File: src/rtl/csr2_seq_loader.sv
// Sequencer that stages four 32-bit CSR words, pulses them into the csr2
// peripheral, and snapshots the peripheral's readback after a settle window.
module csr2_seq_loader #(
    parameter int unsigned SETTLE    = 2,
    parameter logic [31:0] STAGE_RST = 32'h0
) (
    input  logic         clk,
    input  logic         rst,
    input  logic         bus_we,
    input  logic [3:0]   bus_addr,
    input  logic [31:0]  bus_wdata,
    output logic [31:0]  bus_rdata,
    output logic         busy,
    output logic         done_irq,
    output logic         csr2_we,
    output logic [127:0] csr2_wdata,
    output logic [3:0]   csr2_addr,
    input  logic [127:0] csr2_rdata
);

    typedef enum logic [1:0] {
        IDLE  = 2'd0,
        PULSE = 2'd1,
        WAIT  = 2'd2
    } state_t;

    localparam logic [3:0] SETTLE_CNT = 4'(SETTLE);

    state_t      state_r;
    logic [3:0]  cnt_r;
    logic [3:0]  mask_r;
    logic [31:0] stage_r [4];
    logic [31:0] snap_r  [4];
    logic        done_r;
    logic        ovr_r;

    logic        idle_s;
    logic        ctrl_wr_s;
    logic        commit_s;
    logic        stage_wr_s;
    logic        capture_s;
    logic [3:0]  mask_s;
    logic [31:0] status_s;
    logic [31:0] rdata_s;

    // Bus decode and sequencing conditions
    always_comb begin
        idle_s     = (state_r == IDLE);
        ctrl_wr_s  = bus_we && (bus_addr == 4'd8);
        commit_s   = ctrl_wr_s && bus_wdata[0];
        stage_wr_s = bus_we && (bus_addr[3:2] == 2'b00);
        capture_s  = (state_r == WAIT) && (cnt_r == 4'd1);
        if (bus_wdata[7:4] == 4'h0) begin
            mask_s = 4'hF;
        end else begin
            mask_s = bus_wdata[7:4];
        end
        status_s = {24'h0, mask_r, 1'b0, ovr_r, done_r, busy};
    end

    // Commit sequencer with registered peripheral-side outputs and snapshot capture
    always_ff @(posedge clk) begin
        if (rst) begin
            state_r   <= IDLE;
            cnt_r     <= 4'd0;
            mask_r    <= 4'h0;
            csr2_we   <= 1'b0;
            csr2_addr <= 4'h0;
            busy      <= 1'b0;
            for (int i = 0; i < 4; i++) begin
                snap_r[i] <= 32'h0;
            end
        end else begin
            case (state_r)
                IDLE: begin
                    if (commit_s) begin
                        state_r   <= PULSE;
                        mask_r    <= mask_s;
                        csr2_we   <= 1'b1;
                        csr2_addr <= mask_s;
                        busy      <= 1'b1;
                    end else begin
                        csr2_we   <= 1'b0;
                        csr2_addr <= 4'h0;
                        busy      <= 1'b0;
                    end
                end
                PULSE: begin
                    state_r   <= WAIT;
                    cnt_r     <= SETTLE_CNT;
                    csr2_we   <= 1'b0;
                    csr2_addr <= 4'h0;
                    busy      <= 1'b1;
                end
                WAIT: begin
                    if (cnt_r == 4'd1) begin
                        state_r <= IDLE;
                        busy    <= 1'b0;
                        for (int i = 0; i < 4; i++) begin
                            snap_r[i] <= csr2_rdata[32*i +: 32];
                        end
                    end else begin
                        busy    <= 1'b1;
                    end
                    cnt_r <= cnt_r - 4'd1;
                end
                default: begin
                    state_r   <= IDLE;
                    csr2_we   <= 1'b0;
                    csr2_addr <= 4'h0;
                    busy      <= 1'b0;
                end
            endcase
        end
    end

    // Staging words; frozen while a sequence is in flight
    always_ff @(posedge clk) begin
        if (rst) begin
            for (int i = 0; i < 4; i++) begin
                stage_r[i] <= STAGE_RST;
            end
        end else if (stage_wr_s && idle_s) begin
            stage_r[bus_addr[1:0]] <= bus_wdata;
        end
    end

    // Sticky flags; a capture or overrun event beats a same-cycle clear
    always_ff @(posedge clk) begin
        if (rst) begin
            done_r <= 1'b0;
            ovr_r  <= 1'b0;
        end else begin
            if (capture_s) begin
                done_r <= 1'b1;
            end else if (ctrl_wr_s && bus_wdata[1]) begin
                done_r <= 1'b0;
            end
            if (!idle_s && (stage_wr_s || commit_s)) begin
                ovr_r <= 1'b1;
            end else if (ctrl_wr_s && bus_wdata[2]) begin
                ovr_r <= 1'b0;
            end
        end
    end

    // Read mux
    always_comb begin
        rdata_s = 32'h0;
        case (bus_addr[3:2])
            2'b00: rdata_s = stage_r[bus_addr[1:0]];
            2'b01: rdata_s = snap_r[bus_addr[1:0]];
            2'b10: begin
                if (bus_addr[1:0] == 2'b00) begin
                    rdata_s = status_s;
                end else begin
                    rdata_s = 32'h0;
                end
            end
            default: rdata_s = 32'h0;
        endcase
    end

    // Registered read data, one cycle behind the address
    always_ff @(posedge clk) begin
        if (rst) begin
            bus_rdata <= 32'h0;
        end else begin
            bus_rdata <= rdata_s;
        end
    end

    assign done_irq   = done_r;
    assign csr2_wdata = {stage_r[3], stage_r[2], stage_r[1], stage_r[0]};

endmodule

File: config.mk
export PLATFORM = sky130hd
export DESIGN_NAME = csr2_seq_loader
export DESIGN_NICKNAME = d
export VERILOG_FILES = /design/src/rtl/csr2_seq_loader.sv
export SDC_FILE = /design/constraint.sdc
export NUM_CORES = 1
export LEC_CHECK = 0
export CAP_MARGIN = 20
export CORE_ASPECT_RATIO = 1.2
export CORE_MARGIN = 5
export CORE_UTILIZATION = 53
export CTS_CLUSTER_SIZE = 24
export DETAILED_ROUTE_END_ITERATION = 6
export PLACE_DENSITY_LB_ADDON = 0.25
export SLEW_MARGIN = 20
export SYNTH_ARGS = -nofsm -noshare
export SYNTH_HDL_FRONTEND = slang
export SYNTH_SLANG_ARGS = --single-unit
File: constraint.sdc
create_clock -name clk -period 18.5 [get_ports clk]
set_input_delay 1.85 -clock clk [delete_from_list [all_inputs] [get_ports clk]]
set_output_delay 1.85 -clock clk [all_outputs]
set_load 0.01 [all_outputs]
Word level (Yosys, flattened, before mapping)
Memories as Yosys holds them, arrays and structs flattened. Index checks and enable logic that the tools add are counted. W data, S select, Z words.

Muxes and demuxes: 33. Multipliers: 0. $add $sub $neg: 1. Divide/modulo/power cells: 0. Shift operators: 0. Reduce and logical (&&, ||, !) cells: 20. Bitwise gates (word level): 4. Equality and inequality tests: 8. Order comparisons: 0.

Operators with widths (number): $mux W32 (5); $pmux W32 S3 (1); $reduce_or A32 Y1 (1); $mux W1 (16); $pmux W4 S2 (2); $logic_and A1 B1 Y1 (8); $mux W4 (2); $mux W8 (1); $logic_not A2 Y1 (3); $mux W2 (3); $pmux W2 S3 (1); $reduce_bool A2 Y1 (3); $eq A2 B1 Y1 const B (2); $eq A2 B2 Y1 const B (2); $eq A4 B1 Y1 const B (1); $eq A4 B4 Y1 const B (1); $logic_not A4 Y1 (1); $ne A2 B1 Y1 const B (2); $or A1 B1 Y1 (4); $reduce_and A2 Y1 (2); $sub A4 B1 Y4 const B (1); $pmux W1 S3 (1); $pmux W1 S2 (1); $logic_not A1 Y1 (1); $logic_or A1 B1 Y1 (1).

RAM bits: 256. Bits in registers: 50. Bits in latches: 0. Memories: 2. Logic and storage cells: 77. Output and inout bits: 167. Bits in read-only memories: 0. Input bits: 167.

Memories: snap_r (words 4, width 32, rd ports 1, clocked after Yosys merged registers in 0, wr ports 4, line 33) `logic [31:0] snap_r [4];`; stage_r (words 4, width 32, rd ports 5, clocked after Yosys merged registers in 0, wr ports 4, line 32) `logic [31:0] stage_r [4];`.

Longest topological paths before layout
Gate-level depths: netlist (run 1).

Depth in word-level cells: 8. Gate-level depth with buffers: 7. Gate-level depth less buffers: 6.

Worst setup path after synthesis (run 1)
Ideal clock, no wire load.

Path kind: reg2reg. Start point: register state_r[0]. End point: memory snap_r[0][0] (enable). Clock period less this slack: 10862 ps. Data required time: 17697 ps. Path slack: 7638 ps. Arrival time: 10059 ps. Stages on the path, launching flop included: 5. Setup time: 803 ps. Buffers on the path: 0. Cell sequence: dfxtp_1 > inv_1 > ha_1 > inv_1 > o31ai_1.

RTL lines: from (decl) (line 29) `state_t state_r;`; from (signal assigned) (line 64) `state_r <= IDLE;`; from (signal assigned) (line 77) `state_r <= PULSE;`; from (signal assigned) (line 89) `state_r <= WAIT;`; to (decl) (line 33).

==> reports/metrics.csv, run 1 <==
metric,value,unit
drt drc,0,
RR Endpoint,stage_r[2][18],
Post-DRT Antenna Nets,0,
Final Hold Fails,0,
Tot GR Track Use,23.83,%
number of CTS-inserted buffers,29,
Worst IR Drop VDD,67.95,uV
R2R setup slack,15280,ps
final wirelength,34310,um
pwr/cell area,84.18,nW/um2
crit path to,stage_r[2][18],
Syn Nets,1048,
Placed Instances,1481,
Post-CTS Resized,0,
final count of negative-setup-slack endpoints,0,
crit-path max FO,33,
CTS tree,done,
status,finished clean,
hold buffers post-CTS,0,
vias in the first global route,8838,
FF-to-FF Start,state_r[1],
setup_tns,0,ps
Final Wtd Congestion,0.8344,
"Seq/Total Area, Yosys",65.72,%
Die Y,183.0,um
worst setup path startpoint,rst,
num rows,63,
Final Critical Period,5121,ps
Worst path depth,7,
ratio of cells with drive above 1 in the final layout,10.66,%
dpl hpwl,23620,um
H-tree levels,1,
"FF+latch count, synth",306,
Finished Layout Cells,1536,
WS Path Type,in -> reg,
FF-to-FF path depth,7,
Crit path max-delay family,simple AND/OR/NAND/NOR gates,
Tcrit/Tclk final,27.68,%
Synth Instances,874,
max-slew violations,0,
Pleak,6.587,nW
achievable frequency,0.1953,GHz
first-pass GRT wire length,51750,um
pin count of the biggest net entering global routing,78,
Critical Path AT,5270,ps
setup ws final,13380,ps
Buf/Inv on CP,3,
Max Root-Sink Buffers,3,
Clock Pin Slew Worst Setup and Hold Paths,60,ps
root buf cell,clkbuf_16,
Max Cap Violations,0,
Port Buf Inserts,333,
Layout area overhead,33.34,%
core footprint,24670,um2
# nets final,1362,
initial antenna violation count,2,
Post-Syn Area,13220,um2
Initial Util,53.58,%
Pwr Total,0.001484,W
Ports,334,
crit path cell chain,clkdlybuf4s50_1 -> or2_1 -> buf_4 -> nor3_4 -> buf_6 -> and3b_4 -> or2_2,
Clock Latency Late Sink,540,ps
worst-margin pin slew,962.3,ps
Post-synth EDFFs,256,
normalized max-slew margin,35.85,%
min-delay worst type,reg -> reg,
vias,8289,
die width,154.2,um
Worst path slowest cell,clkdlybuf4s50_1,
Post-CTS Setup Bufs,0,
CP max stage delay,840,ps
gr ovfl total,0,
vias per std cell,5.396,
clk_skew,21.90,ps
hold_ws,460.2,ps
Critical Path End Type,flip-flop,
First DRT Iteration DRCs,419,
Avg WL per Cell,22.33,um
Yosys warnings,0,
Post-synth top flop,edfxtp_1,
Place WS,12400,ps
Post-synth ARST share,0,%
Syn Area/Cell,15.13,um2
first drt pass iteration count,5,
Die ar.,28220,um2
clk sinks,306,
CP Launch Type,input pin,
unrepaired setup endpoints after global routing,no,
Netlist cell types,49,
CP required,18650,ps
[flip-flops by register name, indices dropped and copies added, names as in the netlist]
name / count
bus_rdata: 32
busy: 1
cnt_r: 4
csr2_addr: 4
csr2_we: 1
done_irq: 1
mask_r: 4
ovr_r: 1
snap_r: 128
stage_r: 128
state_r: 2
[synthesized netlist by cell type (2+ instances only)]
cell type  instances  area [um2]
a21oi_1           11       55.05
nand3_1            4       20.02
or2_2              2       12.51
inv_1              7       26.28
clkbuf_2           4       20.02
mux2i_1           39       390.4
o211ai_1           4       30.03
buf_4              5       37.54
and3b_4            2       25.02
buf_6             12       135.1
ha_1               7       87.58
o22a_1             6       52.55
a31oi_1            6       37.54
mux4_2            56        1261
dfxtp_1           50        1001
clkbuf_1          21       78.83
nor3_1             9       45.04
o21ai_0            7       35.03
and2_1           224        1401
and3_1            32       200.2
buf_1              3       11.26
mux2_2             4       45.04
edfxtp_1         256        7687
nand2_1           32       120.1
nor2_1            33       123.9
buf_2             15       75.07
[through the flow]
step | cell area (um2) | util (%)
6_report | 17630 | 71.45
5_1_grt | 17630 | 71.45
4_1_cts | 17610 | 71.39
3_5_place_dp | 16690 | 67.66
3_3_place_gp | 16690 | 67.66
2_1_floorplan | 13220 | -
[layer usage]
metal	wire length, um	track usage, %	up-vias	part of all wire, %
met4	1403	8.516	2	4.1
met2	17950	42.78	305	52
met1	12570	28.44	4084	37
met3	2364	5.027	70	6.9
met5	13	0	-	0.038
li1	-	-	3828	-
[kinds of logic (layout without fill, tap and decap cells)]
group	count (synthesis)	after routing	share of synthesized area, %
compound gates	46	46	2.357
fa+ha+maj	7	7	0.6625
buf+inv	67	403	2.906
flops	306	306	65.72
mux	99	99	12.83
other cells	0	1	0
simple gates	349	349	15.52
[worst min-delay path, stage by stage (launching register included)]
cell	delay (ps)
dfxtp_1	310
nand2_1	50
a21oi_1	50
[cell usage in the layout, fill, tap and decap left out, types with 7 or more instances in the layout]
cell / count
and2_1: 224
nand2_1: 31
o21ai_0: 7
clkdlybuf4s50_1: 330
mux2i_1: 39
dfxtp_1: 50
clkinv_1: 7
and3_1: 32
clkinv_2: 7
inv_1: 7
nor3_1: 9
clkbuf_16: 29
edfxtp_1: 256
ha_1: 7
a21oi_1: 11
mux4_2: 56
buf_4: 11
nor2_1: 32
[where the power goes]
group          switching (W)  internal, W  leakage, nW
clock               0.000245     0.000329        0.456
combinational      0.0000595    0.0000744         3.03
sequential        0.00000939     0.000767         3.10
total               0.000313      0.00117         6.59
[worst min path at each step]
stage | from | endpoint | slack (ps) | cells after the start
2_1_floorplan | mask_r[2] | mask_r[2] | 430 | 2
4_1_cts | mask_r[1] | mask_r[1] | 460 | 2
3_5_place_dp | mask_r[0] | mask_r[0] | 450 | 2
3_3_place_gp | mask_r[3] | mask_r[3] | 440 | 2
5_1_grt | mask_r[1] | mask_r[1] | 470 | 2
6_report | mask_r[1] | mask_r[1] | 460 | 2
[final cells by class]
class	instances	area (um2)
Multi-Input combinational cell	501	4182
Tap cell	325	406.6
Fill cell	1680	7044
Sequential cell	306	8688
Inverter	7	26.28
Timing Repair Buffer	343	3402
Clock buffer	36	792.0
Clock inverter	17	128.9
Antenna cell	1	2.502
(Power assumes the default switching activity.)
==> inputs of run 2 (changes only) <==
- CORE_UTILIZATION: 53 -> 49
- clock period: 18.5 -> 4.8 ns (I/O delays scaled with it)
==> run 2 against run 1 <==
Register-to-register slack got worse by 13000 ps. Combinational power increased to 3.8 times the previous value. Final area increased by 0.51%. Cell count increased by 0.85%. Global-route usage decreased by 1.7 points. Flip-flop and latch count unchanged. Total power increased to 4.0 times the previous value. Via count increased by 0.66%. Largest cell class unchanged. Largest power group unchanged.
==> reports/metrics.csv, run 2 (synthesized netlist as in run 1, its figures left out) <==
metric,value,unit,change
Buf/Inv on CP,1,,was 3
achievable frequency,0.3215,GHz,
Worst IR Drop VDD,317.5,uV,was 67.95 uV
final count of negative-setup-slack endpoints,0,,unchanged
Critical Path AT,3270,ps,was 5270 ps
Post-CTS Setup Bufs,0,,unchanged
core footprint,26430,um2,was 24670 um2
Crit path max-delay family,simple AND/OR/NAND/NOR gates,,unchanged
"most common cell after layout, fill and taps aside",clkdlybuf4s50_1,,unchanged
max-slew violations,0,,unchanged
Die Y,189.9,um,was 183.0 um
top flop regs,"snap_r: 128 flops, stage_r: 128 flops, bus_rdata: 32 flops",,unchanged
Final Hold Fails,0,,unchanged
CP Launch Type,input pin,,unchanged
CTS tree,done,,unchanged
hold buffers post-CTS,0,,unchanged
H-tree levels,1,,unchanged
normalized max-slew margin,31.36,%,was 35.85%
Layout area overhead,34.02,%,was 33.34%
setup_tns,0,ps,unchanged
min-delay worst type,in -> reg,,was reg -> reg
Final Wtd Congestion,0.8137,,was 0.8344
final non-filler cell area,17720,um2,was 17630 um2
worst-margin pin slew,1030,ps,was 962.3 ps
Worst path depth,5,,was 7
Post-DRT Antenna Nets,0,,unchanged
first drt pass iteration count,5,,unchanged
pwr/cell area,331.3,nW/um2,was 84.18 nW/um2
crit-path max FO,33,,unchanged
Clock Latency Late Sink,540,ps,about the same
sequential share of power,51.0,%,was 52.3%
Pleak,6.626,nW,was 6.587 nW
WS Path Type,in -> reg,,unchanged
Max Cap Violations,0,,unchanged
Worst path slowest cell,or2_2,,was clkdlybuf4s50_1
WHS Endpoint,bus_rdata[6],,was mask_r[1]
vias per std cell,5.387,,was 5.396
unrepaired setup endpoints after global routing,no,,unchanged
root buf cell,clkbuf_16,,unchanged
Final Util,67.03,%,was 71.45%
hold_ws,445.0,ps,was 460.2 ps
Final Critical Period,3111,ps,
num rows,65,,was 63
First DRT Iteration DRCs,567,,was 419
status,finished clean,,unchanged
Post-CTS Resized,0,,unchanged
Tcrit/Tclk final,64.80,%,
final wirelength,34230,um,was 34310 um
first-pass GRT wire length,52200,um,was 51750 um
drt drc,0,,unchanged
pin count of the biggest net entering global routing,73,,was 78
hold path cells,2,,unchanged
FF-to-FF path depth,6,,was 7
Avg WL per Cell,22.10,um,was 22.33 um
ratio of cells with drive above 1 in the final layout,10.80,%,was 10.66%
dpl hpwl,23720,um,was 23620 um
clock share of power,40.3,%,was 38.6%
Port Buf Inserts,333,,unchanged
Die ar.,30380,um2,was 28220 um2
Placed Instances,1492,,was 1481
number of CTS-inserted buffers,30,,was 29
RR Endpoint,stage_r[1][31],,was stage_r[2][18]
vias,8344,,was 8289
clk sinks,306,,unchanged
Psw,0.001221,W,was 0.0003134 W
Clock Pin Slew Worst Setup and Hold Paths,70,ps,was 60 ps
CP required,4960,ps,was 18650 ps
FF-to-FF Start,state_r[0],,was state_r[1]
Initial Util,50.02,%,was 53.58%
clk_skew,11.39,ps,was 21.90 ps
CP max stage delay,810,ps,was 840 ps
Tot GR Track Use,22.16,%,was 23.83%
gr ovfl total,0,,unchanged
Ports,334,,unchanged
initial antenna violation count,2,,unchanged
internal cell power,0.004649,W,was 0.001171 W
hold_sp,bus_addr[2],,was mask_r[1]
sw frac,20.80,%,was 21.12%
Finished Layout Cells,1549,,was 1536
# nets final,1363,,was 1362
most used cell along the critical path,or2_2,,
Max Root-Sink Buffers,3,,unchanged
most frequent cells in the layout,"clkdlybuf4s50_1, edfxtp_1, and2_1",,unchanged
R2R setup slack,1990,ps,was 15280 ps
die width,159.9,um,was 154.2 um
Combinational Power Share,8.7,%,was 9.0%
Critical Path End Type,flip-flop,,unchanged
fill cell count,1867,,was 1680
vias in the first global route,8804,,was 8838
crit path cell chain,clkdlybuf4s50_1 -> or2_2 -> nor3_4 -> and3b_4 -> or2_2,,was clkdlybuf4s50_1 -> or2_1 -> buf_4 -> nor3_4 -> buf_6 -> and3b_4 -> or2_2
area post-placement,16710,um2,was 16690 um2
run 2: cell types whose count changed in the layout (fill, tap and decap cells not counted):
cell	change
inv_8	+1
or2_2	+1
bufinv_16	+1
buf_4	+1
clkinv_1	-3
clkbuf_1	+5
clkbuf_16	+2
clkinv_2	-2
buf_6	-1
or2_1	-1
clkinvlp_4	-1
run 2: how the worst max path moves through the flow:
stage	start	endpoint	slack, ps
final	bus_addr[3]	stage_r[1][31]	1690
after detailed placement	bus_addr[3]	stage_r[2][16]	1100
after global routing	bus_addr[3]	stage_r[2][3]	1510
after global placement	rst	stage_r[2][16]	1180
after floorplan	state_r[0]	snap_r[0][0]	410
after CTS	rst	stage_r[2][18]	1680
run 2: area by class of cell:
cell class                 instances  area, um2  share of cell area (%)
multi-input combinational        501       4182                   23.60
clock inverter                    13      141.4                  0.7980
timing repair buffer             343       3398                   19.18
sequential                       306       8688                   49.04
inverter                           7      26.28                  0.1483
antenna                            1      2.502                 0.01412
clock buffer                      43      860.8                   4.858
tap                              335      419.2                   2.366
run 2: power by group through the flow:
stage / Clock (W) / Sequential [W] / Combinational [W]
global route: 0.00253 / 0.00300 / 0.000546
finish: 0.00236 / 0.00299 / 0.000512
global placement: 0 / 0.00305 / 0.000513
floorplan: 0 / 0.00307 / 0.000194
CTS: 0.00241 / 0.00300 / 0.000520
detailed placement: 0 / 0.00305 / 0.000517
run 2: per-layer routing:
metal,vias up,wire length (um),GRT usage [%]
met3,56,2390,5.244
met1,4154,12710,26.06
met2,292,18140,40.52
li1,3840,-,-
met4,2,974,6.488
met5,-,13,0
run 2: per-stage QoR:
step           setup WS, ps  total power (W)
2_1_floorplan         405.9         0.003261
3_3_place_gp           1175         0.003561
3_5_place_dp           1102         0.003570
4_1_cts                1678         0.005923
5_1_grt                1511         0.006073
6_report               1689         0.005870
==> patch 1, RTL diff (flow settings as in run 1) <==
Encoding of `state_t`: now one-hot (3 bits for 3 states).
--- a/src/rtl/csr2_seq_loader.sv
+++ b/src/rtl/csr2_seq_loader.sv
@@ -19,8 +19,8 @@
 );
 
-    typedef enum logic [1:0] {
-        IDLE  = 2'd0,
-        PULSE = 2'd1,
-        WAIT  = 2'd2
+    typedef enum logic [2:0] {
+        IDLE  = 3'b001,
+        PULSE = 3'b010,
+        WAIT  = 3'b100
     } state_t;
 
Behaviour: no difference found for any inputs over 4 cycles, from zero or initial values and one cycle with rst high; so few cycles prove little.
==> patch 1 against run 1 <==
  * First-iteration DRC count increased by 50%
  * Count of clock-buffer cells in the layout decreased by 2
  * Synthesized area decreased by 1.8%
  * Worst setup slack got worse by 6.1 ps
  * Register-to-register slack got worse by 590 ps
  * Wire length increased by 0.81%
  * Design area decreased by 0.74%
  * Total power increased by 3.9%
  * Combinational power increased by 8%
  * Sequential power increased by 1%
  * Global-route usage increased by 0.30 points
  * Sequential cell count increased by 1
  * Hold slack improved by 3.8 ps
  * Critical path type unchanged
  * Largest cell class unchanged
==> patch 1: results (changes against run 1) <==
routing:
  firstDrtPassIters: 5  # unchanged
  drtIter0Drc: 627  # +50%
  vias: 8528  # +2.9%
  drt_wl_total_mm: 34.6  # +0.81%
placement:
  place_congestion: 0.797  # -4.5%
  hpwl_mm: 23.7  # +0.49%
  post-place-ws_ps: 12780  # +387 ps
  io_buffers: 333  # unchanged
worst_setup_path:
  r2r.worst_path.cells: 4  # -3
  cp_slowest_cell: "or3_2"
  path_delay_family: "simple AND/OR/NAND/NOR gates"
  worstPathMaxFanout: 34  # +3.0%
  crit_start: "bus_addr[2]"
  reg2reg_slack_ps: 14690  # -590 ps
  crit_path_end: "stage_r[0][21]"
  slowest_delay_ps: 1030  # +190 ps
  rr_startpoint: "state_r[0]"
  cp.arrival_ps: 5280  # about the same
global_route:
  grt_pass1_vias: 8895  # +0.64%
  grt_util_met3: 0.0433  # -0.00694
  grt_use_met2: 0.421  # -0.00654
  grt_pass1_wl_mm: 52.0  # +0.44%
  track_usage: 0.241  # +0.00295
  use_met1: 0.304  # +0.0200
  grt_start_max_net_pins: 71  # -9.0%
  antenna_found_initial: 3  # +1
synth:
  synth_edf_count: 256  # unchanged
  synth-main-ff-cell: "edfxtp_1"
  seq_area_frac_synth: 0.671  # +0.0134
  synth_area_leaders: "edfxtp_1 59%, mux4_2 9.9%, dfxtp_1 7.9%"
  ys_warn_count: 0  # unchanged
  synthTopCellsByCount: "256 x edfxtp_1, 169 x nor2_1, 128 x and2_1"
  async_flop_share: 0  # unchanged
  synth_fp_nets: 1066  # +1.7%
  synthDistinctLibCells: 45  # -8.2%
cells_and_area:
  largestRegisters: "snap_r: 128 flops, stage_r: 128 flops, bus_rdata: 32 flops"
  fill_cells: 1646  # -2.0%
  drive_gt1_frac: 0.111  # +0.00477
  fin_nets: 1377  # +1.1%
clock_network:
  cts_setup_buffers: 0  # unchanged
  cts.clk_slew.worst_paths_ps: 60  # about the same
  cts_buffer_depth: 3  # unchanged
  numCtsBuffers: 29  # unchanged
  h-tree-depth: 1  # unchanged
  cts_root_buf: "clkbuf_16"
  cts.repair.resized: 0  # unchanged
hold_path:
  hold_depth: 2  # unchanged
  hp-start: "mask_r[0]"
timing:
  timing.fmax_ghz: 0.195  # -0.12%
  slew_headroom: 0.232  # -0.126
  finClkSkew_ps: 8.85  # -13.0 ps
power_and_ir_drop:
  ir_drop_mv: 0.0825  # +21%
  leakagePower_nw: 6.33  # -3.9%
run_status:
  status: "finished clean"
-- patch 1: cells by family after synthesis --
| family | synth area share |
|---|---|
| muxes | 0.129 |
| AOI/OAI and AO/OA | 0.0232 |
| DFF | 0.671 |
| adders and majority gates | 0.00193 |
| and+or+nand+nor | 0.152 |
| buffers and inverters | 0.0235 |
-- patch 1: worst min path at each step --
stage,to,slack (ps)
global placement,mask_r[0],440
floorplan,mask_r[0],440
CTS,mask_r[0],460
global route,mask_r[0],480
detailed placement,mask_r[0],450
finish,mask_r[0],460
-- patch 1: cell type report --
class                      instances  area share
antenna                            4    0.000572
timing repair buffer             340       0.194
inverter                           4    0.000858
tap                              320      0.0229
clock inverter                    19      0.0127
clock buffer                      34      0.0431
sequential                       307       0.498
multi-input combinational        526       0.228
-- patch 1: metal layers --
metal | part of all wire | vias up
met3 | 0.072 | 76
li1 | - | 3870
met1 | 0.38 | 4178
met4 | 0.032 | 2
met2 | 0.52 | 402
met5 | 0.00038 | -
-- patch 1: report_power, final --
part / switching, W / internal (W)
clock network: 0.000251 / 0.000361
registers: 0.0000128 / 0.000772
logic: 0.0000642 / 0.0000806
total: 0.000328 / 0.00121
-- patch 1: worst register-to-register path, delay by kind of cell, from the launching register on --
kind / cells / cell delay (ps)
AND/OR/NAND/NOR: 4 / 2880
flip-flops: 1 / 560
-- patch 1: metrics by stage --
stage	instances	total power [W]	cell area, um^2	utilization
floorplan	897	0.000859	13000	-
global placement	1496	0.000942	16500	0.685
detailed placement	1496	0.000945	16500	0.685
CTS	1549	0.00155	17500	0.726
global route	1552	0.00159	17500	0.727
finish	1554	0.00154	17500	0.728
==> patch 2, RTL diff (flow settings as in run 1) <==
Made on the original files. Put a register stage on the output `csr2_wdata`. The value now appears one clock later. The other outputs are not delayed to match.
--- a/src/rtl/csr2_seq_loader.sv
+++ b/src/rtl/csr2_seq_loader.sv
@@ -172,5 +172,7 @@
 
     assign done_irq   = done_r;
-    assign csr2_wdata = {stage_r[3], stage_r[2], stage_r[1], stage_r[0]};
+    always_ff @(posedge clk) begin
+        csr2_wdata <= {stage_r[3], stage_r[2], stage_r[1], stage_r[0]};
+    end
 
 endmodule
Behaviour: not the same (a bounded check fails within 4 cycles, from zero or initial values and one cycle with rst high).
==> patch 2 against run 1 <==
  * Wire length increased by 11%
  * Die area increased by 18%
  * Worst setup slack improved by 610 ps
  * Synthesized area increased by 19%
  * Total power increased by 37%
  * Design area increased by 18%
  * Sequential power increased by 36%
  * Sequential cell count increased by 128
  * Via count increased by 11%
  * Critical path type unchanged
  * Highest routed layer unchanged
==> patch 2: results (changes against run 1) <==
routing:
  drtIter0Drc: 671  # +60%
  wire_per_inst_um: 21.7  # -2.9%
  vias: 9225  # +11%
  firstDrtPassIters: 4  # -1
  drt_wl_total_mm: 37.9  # +11%
run_status:
  status: "finished clean"
worst_setup_path:
  cp_slowest_cell: "nor4_4"
  slowest_delay_ps: 880  # +40 ps
  reg2reg_slack_ps: 15450  # +170 ps
  worstPathMaxFanout: 28  # -15%
synth:
  synth_fp_nets: 1171  # +12%
  seq_area_frac_synth: 0.716  # +0.0583
  synthDistinctLibCells: 45  # -8.2%
  synth_fa_ha_area_frac: 0.00557  # -0.00105
  synthTopCellsByCount: "256 x edfxtp_1, 224 x and2_1, 178 x dfxtp_1"
  synthCells: 997  # +14%
  synth_compound_area_frac: 0.0215  # -0.00208
  synth_area_leaders: "edfxtp_1 49%, dfxtp_1 23%, and2_1 8.9%"
global_route:
  grt_pass1_wl_mm: 56.4  # +9.0%
  grt_pass1_vias: 9666  # +9.4%
  track_usage: 0.222  # -0.0159
  grt_start_max_net_pins: 89  # +14%
cells_and_area:
  diodes: 0  # -1
  drive_gt1_frac: 0.114  # +0.00744
  largestRegisters: "csr2_wdata: 128 flops, snap_r: 128 flops, stage_r: 128 flops"
  fin_nets: 1503  # +10%
  fill_cells: 1974  # +18%
power_and_ir_drop:
  ir_drop_mv: 0.0596  # -12%
  leakagePower_nw: 7.90  # +20%
  swShare: 0.202  # -0.00933
placement:
  post-place-ws_ps: 13440  # +1040 ps
  place_congestion: 0.831  # -0.42%
  hpwl_mm: 25.6  # +8.6%
  dpl.cell_count: 1676  # +13%
timing:
  fin_crit_sh: 0.244  # -0.0330
  worstMarginPinSlew_ps: 1000  # +39.4 ps
  hold_ws_ps: 358  # -102 ps
  finClkSkew_ps: 14.5  # -7.37 ps
clock_network:
  numCtsBuffers: 41  # +41%
  clock_latency_ps: 510  # -30 ps
## patch 2: cell types whose count changed after synthesis, moves of 5 or more
cell / run 1 / this run
nand2_1: 32 / 16
buf_6: 12 / 2
nor2_1: 33 / 40
clkbuf_1: 21 / 29
dfxtp_1: 50 / 178
a31oi_1: 6 / 1
o22a_1: 6 / 0
o22ai_1: 0 / 6
a221oi_1: 0 / 7
## patch 2: area by class of cell
type	count	area (um^2)	area share
timing repair buffer	349	3440	0.166
clock buffer	64	1240	0.0599
multi-input combinational	494	4210	0.203
sequential	434	11300	0.542
clock inverter	9	100	0.00482
inverter	9	33.8	0.00163
tap	390	488	0.0235
## patch 2: final timing paths
kind,endpoint,cells past startpoint,start
setup reg to reg,snap_r[0][12],5,state_r[0]
hold / removal,csr2_wdata[76],0,stage_r[2][12]
setup / recovery,stage_r[2][28],5,rst
hold reg to reg,csr2_wdata[76],0,stage_r[2][12]
## patch 2: worst reg2reg max path, stage by stage (launching register included)
cell     delay, ps
dfxtp_1        340
inv_1          120
ha_1           420
inv_1          310
o31ai_4        550
buf_4          840
## patch 2: through the flow
step | area (um^2) | total power, W | utilization
after floorplan | 15700 | 0.00114 | -
after global placement | 19400 | 0.00122 | 0.660
after detailed placement | 19400 | 0.00122 | 0.660
after CTS | 20800 | 0.00204 | 0.706
after global routing | 20800 | 0.00210 | 0.706
final | 20800 | 0.00203 | 0.706
## patch 2: cells by family after synthesis
family	count (synthesis)
adders and majority gates	7
buffers and inverters	69
AOI/OAI and AO/OA	50
and+or+nand+nor	338
DFF	434
muxes	99
## patch 2: power by group through the flow
stage	Combinational [W]	Clock, W	Sequential (W)
2_1_floorplan	0.0000506	0	0.00109
3_3_place_gp	0.000138	0	0.00108
3_5_place_dp	0.000140	0	0.00109
4_1_cts	0.000141	0.000837	0.00106
5_1_grt	0.000147	0.000883	0.00107
6_report	0.000138	0.000825	0.00106
## patch 2: layer usage
layer,share of wire,vias up,routed length (um),GRT usage
met5,0.00055,-,21,0
met4,0.036,4,1350,0.0770
met3,0.061,68,2320,0.0431
met2,0.52,342,19900,0.399
met1,0.38,4558,14300,0.272
li1,-,4253,-,-
